## config.mk

```make
export PLATFORM = sky130hd
export DESIGN_NAME = dcache_ctrl
export DESIGN_NICKNAME = d
export VERILOG_FILES = /design/src/rtl/dcache_pkg.sv /design/src/rtl/dcache_sram.sv /design/src/rtl/dcache_ctrl.sv
export SDC_FILE = /design/constraint.sdc
export NUM_CORES = 2
export LEC_CHECK = 0
export CORE_AREA = 5 5 1097 554
export CTS_CLUSTER_SIZE = 40
export DETAILED_ROUTE_END_ITERATION = 6
export DIE_AREA = 0 0 1102 559
export HOLD_SLACK_MARGIN = 0.15
export PLACE_DENSITY = 0.45
export SLEW_MARGIN = 30
export SYNTH_ARGS = -nofsm -noshare
export SYNTH_HDL_FRONTEND = slang
export SYNTH_MEMORY_MAX_BITS = 65536
export SYNTH_SLANG_ARGS = --single-unit
```

## constraint.sdc

```tcl
create_clock -name clk_i -period 42.2 [get_ports clk_i]
set_input_delay 8.44 -clock clk_i [delete_from_list [all_inputs] [get_ports clk_i]]
set_output_delay 8.44 -clock clk_i [all_outputs]
set_load 0.1 [all_outputs]
```

## src/rtl/dcache_pkg.sv

```systemverilog
// Shared address-field widths, line geometry and controller state encoding for the data cache.
package dcache_pkg;

  localparam int unsigned TAG_W     = 23;
  localparam int unsigned IDX_W     = 4;
  localparam int unsigned OFS_W     = 5;
  localparam int unsigned WORD_W    = 32;
  localparam int unsigned WSEL_W    = OFS_W - 2;
  localparam int unsigned LINE_BITS = 256;

  typedef enum logic [1:0] {
    StIdle,
    StWb,
    StFill,
    StDone
  } dc_state_e;

endpackage

```

## src/rtl/dcache_sram.sv

```systemverilog
// Tag/valid/dirty/data storage: one combinational read port, one write port on the clock edge.
module dcache_sram
  import dcache_pkg::*;
#(
  parameter int unsigned NumLines = 16,
  parameter int unsigned LineBits = 256
) (
  input  logic                clk_i,
  input  logic                rst_ni,
  input  logic [IDX_W-1:0]    rd_idx_i,
  output logic                rd_valid_o,
  output logic                rd_dirty_o,
  output logic [TAG_W-1:0]    rd_tag_o,
  output logic [LineBits-1:0] rd_line_o,
  input  logic                we_i,
  input  logic [IDX_W-1:0]    wr_idx_i,
  input  logic                wr_valid_i,
  input  logic                wr_dirty_i,
  input  logic [TAG_W-1:0]    wr_tag_i,
  input  logic [LineBits-1:0] wr_line_i
);

  logic [NumLines-1:0] valid_q;
  logic [NumLines-1:0] dirty_q;
  logic [TAG_W-1:0]    tag_q  [NumLines];
  logic [LineBits-1:0] data_q [NumLines];

  // Only the status bits are reset; tags and data are don't-care while invalid.
  always_ff @(posedge clk_i or negedge rst_ni) begin
    if (!rst_ni) begin
      valid_q <= '0;
      dirty_q <= '0;
    end else if (we_i) begin
      valid_q[wr_idx_i] <= wr_valid_i;
      dirty_q[wr_idx_i] <= wr_dirty_i;
    end
  end

  always_ff @(posedge clk_i) begin
    if (we_i) begin
      tag_q[wr_idx_i]  <= wr_tag_i;
      data_q[wr_idx_i] <= wr_line_i;
    end
  end

  assign rd_valid_o = valid_q[rd_idx_i];
  assign rd_dirty_o = dirty_q[rd_idx_i];
  assign rd_tag_o   = tag_q[rd_idx_i];
  assign rd_line_o  = data_q[rd_idx_i];

endmodule

```

## src/rtl/dcache_ctrl.sv

```systemverilog
// Direct-mapped, write-back, write-allocate data cache controller for the MEM stage.
module dcache_ctrl #(
  parameter int unsigned NUM_LINES = 16,
  parameter int unsigned LINE_BITS = 256
) (
  input  logic                 clk_i,
  input  logic                 rst_i,
  input  logic                 MemRead_i,
  input  logic                 MemWrite_i,
  input  logic [31:0]          addr_i,
  input  logic [31:0]          data_i,
  output logic [31:0]          data_o,
  output logic                 MemStall_o,
  output logic                 mem_req_o,
  output logic                 mem_write_o,
  output logic [31:0]          mem_addr_o,
  output logic [LINE_BITS-1:0] mem_data_o,
  input  logic [LINE_BITS-1:0] mem_data_i,
  input  logic                 mem_ack_i
);

  import dcache_pkg::*;

  dc_state_e state_q, state_d;

  logic [TAG_W-1:0]     req_tag;
  logic [IDX_W-1:0]     req_idx;
  logic [WSEL_W-1:0]    req_word;
  logic                 access;
  logic                 hit;
  logic                 stall;
  logic                 rd_valid;
  logic                 rd_dirty;
  logic [TAG_W-1:0]     rd_tag;
  logic [LINE_BITS-1:0] rd_line;
  logic [LINE_BITS-1:0] merged_line;
  logic                 we;
  logic                 wr_dirty;
  logic [LINE_BITS-1:0] wr_line;
  logic                 unused_byte_ofs;

  assign req_tag         = addr_i[31 -: TAG_W];
  assign req_idx         = addr_i[OFS_W +: IDX_W];
  assign req_word        = addr_i[2 +: WSEL_W];
  assign unused_byte_ofs = ^addr_i[1:0];

  assign access = MemRead_i | MemWrite_i;
  assign hit    = rd_valid && (rd_tag == req_tag);

  always_comb begin
    merged_line = rd_line;
    merged_line[int'(req_word) * WORD_W +: WORD_W] = data_i;
  end

  // The array word is always presented; the pipeline only consumes it on an IDLE hit.
  assign data_o = rd_line[int'(req_word) * WORD_W +: WORD_W];

  dcache_sram #(
    .NumLines(NUM_LINES),
    .LineBits(LINE_BITS)
  ) u_sram (
    .clk_i     (clk_i),
    .rst_ni    (rst_i),
    .rd_idx_i  (req_idx),
    .rd_valid_o(rd_valid),
    .rd_dirty_o(rd_dirty),
    .rd_tag_o  (rd_tag),
    .rd_line_o (rd_line),
    .we_i      (we),
    .wr_idx_i  (req_idx),
    .wr_valid_i(1'b1),
    .wr_dirty_i(wr_dirty),
    .wr_tag_i  (req_tag),
    .wr_line_i (wr_line)
  );

  always_ff @(posedge clk_i or negedge rst_i) begin
    if (!rst_i) begin
      state_q <= StIdle;
    end else begin
      state_q <= state_d;
    end
  end

  always_comb begin
    state_d     = state_q;
    stall       = 1'b0;
    mem_req_o   = 1'b0;
    mem_write_o = 1'b0;
    mem_addr_o  = {req_tag, req_idx, {OFS_W{1'b0}}};
    mem_data_o  = rd_line;
    we          = 1'b0;
    wr_dirty    = 1'b1;
    wr_line     = merged_line;

    unique case (state_q)
      StIdle: begin
        if (access) begin
          if (hit) begin
            // A simultaneous read+write is a store.
            we = MemWrite_i;
          end else begin
            stall   = 1'b1;
            state_d = (rd_valid && rd_dirty) ? StWb : StFill;
          end
        end
      end
      StWb: begin
        stall       = 1'b1;
        mem_req_o   = 1'b1;
        mem_write_o = 1'b1;
        mem_addr_o  = {rd_tag, req_idx, {OFS_W{1'b0}}};
        if (mem_ack_i) begin
          state_d = StFill;
        end
      end
      StFill: begin
        stall     = 1'b1;
        mem_req_o = 1'b1;
        if (mem_ack_i) begin
          we       = 1'b1;
          wr_dirty = 1'b0;
          wr_line  = mem_data_i;
          state_d  = StDone;
        end
      end
      StDone: begin
        stall   = 1'b1;
        state_d = StIdle;
      end
      default: state_d = StIdle;
    endcase
  end

  // A miss decoded during reset must not stall the pipeline.
  assign MemStall_o = stall & rst_i;

endmodule

```

==> results.py <==
metrics = {
    "routing": {
        "drt_iter0_markers": 13580,
        "firstDrtPassIters": 5,
        "postRouteAntennaNets": 0,
        "drt_wl_total_um": 656300,
        "via_per_inst": 5.436,
        "post_drt_wl_per_cell_um": 37.58,
        "drcViolationCount": 0,
        "num_vias": 94950,
    },
    "floorplan": {
        "rows": 201,
        "start_util_pct": 29.87,
        "die_w_um": 1102,
        "fp.dieH_um": 559,
        "pin_count": 648,
        "die_area_um2": 616000,
        "core_um2": 596800,
    },
    "synth": {
        "synthTopCellsByArea": "edfxtp_1 75%, mux4_2 18%, nand2_1 1.1%",
        "yosysSeqAreaShare_pct": 75.68,
        "avgSynthCellArea_um2": 21.91,
        "ys_types": 75,
        "synth_top_area_share_pct": 75.20,
        "syn-cell-area_um2": 178200,
        "yosys_warnings": 0,
        "async_flop_share_pct": 0.7559,
        "ys_seq_elements": 4498,
        "synth-edff-count": 4464,
        "synth_most_common_cell": "edfxtp_1",
        "synthTopCellsByCount": "4464 x edfxtp_1, 1420 x mux4_2, 528 x nand2_1, 290 x clkbuf_1, 228 x nor2_1",
        "syn_inst": 8135,
        "synth_top_cell_by_area": "edfxtp_1",
        "ys.flop_type": "edfxtp_1",
    },
    "placed_design": {
        "dp_hpwl_um": 396600,
        "gp_congestion": 0.8360,
        "post-place-cells": 16650,
        "pre_cts_slack_ns": 16.58,
        "placed_area_um2": 195800,
        "io_buffers": 640,
    },
    "timing": {
        "final.setup_skew_ns": 0.1351,
        "worstMarginPinSlew_ns": 1.156,
        "relSlewSlack_pct": 22.92,
        "setup_viol": 0,
        "report.final.slew_viol_count": 0,
        "finalHoldViolCount": 0,
        "rsz0062_at_grt": "no",
        "max_freq_mhz": 39.18,
        "setup_slack_ns": 16.68,
        "final.min_clock_period_ns": 25.52,
        "setup-tns-final_ns": 0,
        "min_period_over_period_pct": 60.48,
    },
    "worst_setup_path": {
        "slowest_delay_ns": 1.02,
        "crit_buf_inv": 8,
        "reg2reg_from": "u_sram.tag_q[11][12]",
        "worstSetupStartpointType": "input port",
        "crit_type": "in -> out",
        "crit_arrival_ns": 17.08,
        "worstReg2RegEnd": "u_sram.data_q[11][254]",
        "worstPathCellList": "buf_12 > buf_4 > buf_4 > buf_4 > buf_12 > buf_4 > buf_4 > mux4_2 > mux4_2 > mux4_2 > nand2_1 > nand2_1 > clkdlybuf4s50_1",
        "crit_top_cell": "buf_4",
        "cp-end-kind": "output pin",
        "ff2ff_path_depth": 13,
        "worstPathRequired_ns": 33.76,
        "rrSetupSlack_ns": 34.57,
        "path_max_fanout": 119,
        "cpLargestDelayFamily": "buffers and inverters",
        "crit_path_top_delay_cell": "clkdlybuf4s50_1",
    },
    "finish": {
        "fin_nets": 9402,
        "final_util_pct": 35.10,
        "drive_gt1_share_pct": 28.57,
        "fillerInstances": 55060,
        "design_area_um2": 209500,
        "area_growth_pct": 17.51,
        "layout.cells.non_filler": 17470,
    },
    "grt": {
        "grt_pass1_vias": 93170,
        "antenna_found_initial": 151,
        "grt_use_total_pct": 20.73,
        "gr-total-overflow": 0,
        "grt_pass1_wl_um": 870700,
        "grt_max_degree": 154,
    },
    "cts": {
        "clk_pin_slew_ns": 0.06,
        "cts_buffers": 429,
        "clock_sinks": 4498,
        "cts_root_buf": "clkbuf_16",
        "cts_tree": "yes",
        "cts_setup_buffers": 0,
        "cts.hold.buffers_added": 0,
        "htree_levels": 5,
        "clk_latency_ns": 1.06,
        "cts.path.max_buffers": 5,
        "cts_resized": 0,
    },
    "worst_hold_path": {
        "hold_depth": 1,
        "hp-class": "reg -> reg",
        "hold_end": "u_sram.valid_q[7]",
        "min_from": "u_sram.valid_q[7]",
    },
    "power_and_ir_drop": {
        "power_density_nw_per_um2": 52.43,
        "p_leak_uw": 0.06475,
        "peakVddDrop_uv": 33.54,
    },
    "job": {
        "drv_cap": 0,
    },
    "status": {
        "status": "finished clean",
    },
}
sequential cells by signal, indices dropped and copies added, names as in the netlist:
register / count
u_sram.valid_q: 16
u_sram.tag_q: 368
u_sram.dirty_q: 16
u_sram.data_q: 4096
state_q: 2
stage by stage:
stage,hold WS [ns],total power [µW]
final,0.4692,10980
after global routing,0.4944,11340
after CTS,0.4705,11040
after detailed placement,0.4527,7317
after global placement,0.4443,7259
after floorplan,0.4287,6522
layout by cell type (no fill, tap or decap), drive strengths merged, types with 9 or more instances in the layout:
master / netlist / layout
clkbuf: 290 / 514
clkdlybuf4s50: 0 / 512
ha: 9 / 9
inv: 27 / 36
nand2b: 13 / 13
a21oi: 133 / 133
xnor2: 14 / 14
mux4: 1421 / 1421
mux2: 15 / 15
nand2: 528 / 528
clkinv: 3 / 187
nor2: 229 / 229
nor3: 15 / 15
bufinv: 0 / 28
buf: 240 / 516
mux2i: 146 / 146
dfrtp: 34 / 34
o21ai: 197 / 197
a31oi: 100 / 100
o31ai: 9 / 9
nand3: 119 / 119
a22oi: 25 / 25
edfxtp: 4464 / 4464
diode: 0 / 68
area by class of cell:
| type | count | area [µm²] | area share [%] |
|---|---|---|---|
| antenna | 68 | 170.2 | 0.08124 |
| clock buffer | 514 | 11160 | 5.328 |
| clock inverter | 229 | 1836 | 0.8763 |
| inverter | 30 | 120.1 | 0.05735 |
| multi-input combinational | 3081 | 41990 | 20.05 |
| sequential | 4498 | 134900 | 64.40 |
| tap | 8018 | 10030 | 4.790 |
| timing repair buffer | 1028 | 9251 | 4.417 |
routing by layer:
layer	up-vias	global-route usage, %	share of wire [%]
met2	4901	29.93	43
met1	53030	30.66	44
met4	17	5.781	2.9
li1	36210	-	-
met3	805	5.748	9.9
met5	-	0.4554	0.075
where the power goes:
part           switching (µW)  total [µW]  internal [µW]  leakage [µW]
logic                    1430        1840            413        0.0177
clock network            1690        3730           2040       0.00636
registers                19.5        5410           5390        0.0407
total                    3130       11000           7850        0.0647
worst max-delay path by stage:
| stage | slack (ns) | endpoint | startpoint | cells past startpoint |
|---|---|---|---|---|
| 3_3_place_gp | 16.54 | data_o[2] | addr_i[6] | 13 |
| 2_1_floorplan | 17.23 | u_sram.data_q[11][0] | addr_i[6] | 11 |
| 4_1_cts | 16.59 | data_o[28] | addr_i[6] | 13 |
| 3_5_place_dp | 16.58 | data_o[28] | addr_i[6] | 13 |
| 5_1_grt | 16.45 | data_o[15] | addr_i[6] | 13 |
| 6_report | 16.68 | data_o[28] | addr_i[6] | 13 |
kinds of logic after synthesis:
| group | after synthesis | synth area share, % |
|---|---|---|
| other | 1 | 0.002104 |
| buffers and inverters | 560 | 1.387 |
| adder cells (fa/ha/maj) | 9 | 0.06318 |
| AO/OA/AOI/OAI | 520 | 1.714 |
| XOR/XNOR | 18 | 0.09266 |
| flip-flops | 4498 | 75.68 |
| AND/OR/NAND/NOR | 947 | 2.188 |
| multiplexers | 1582 | 18.87 |
Power figures use the tool's default switching activity.
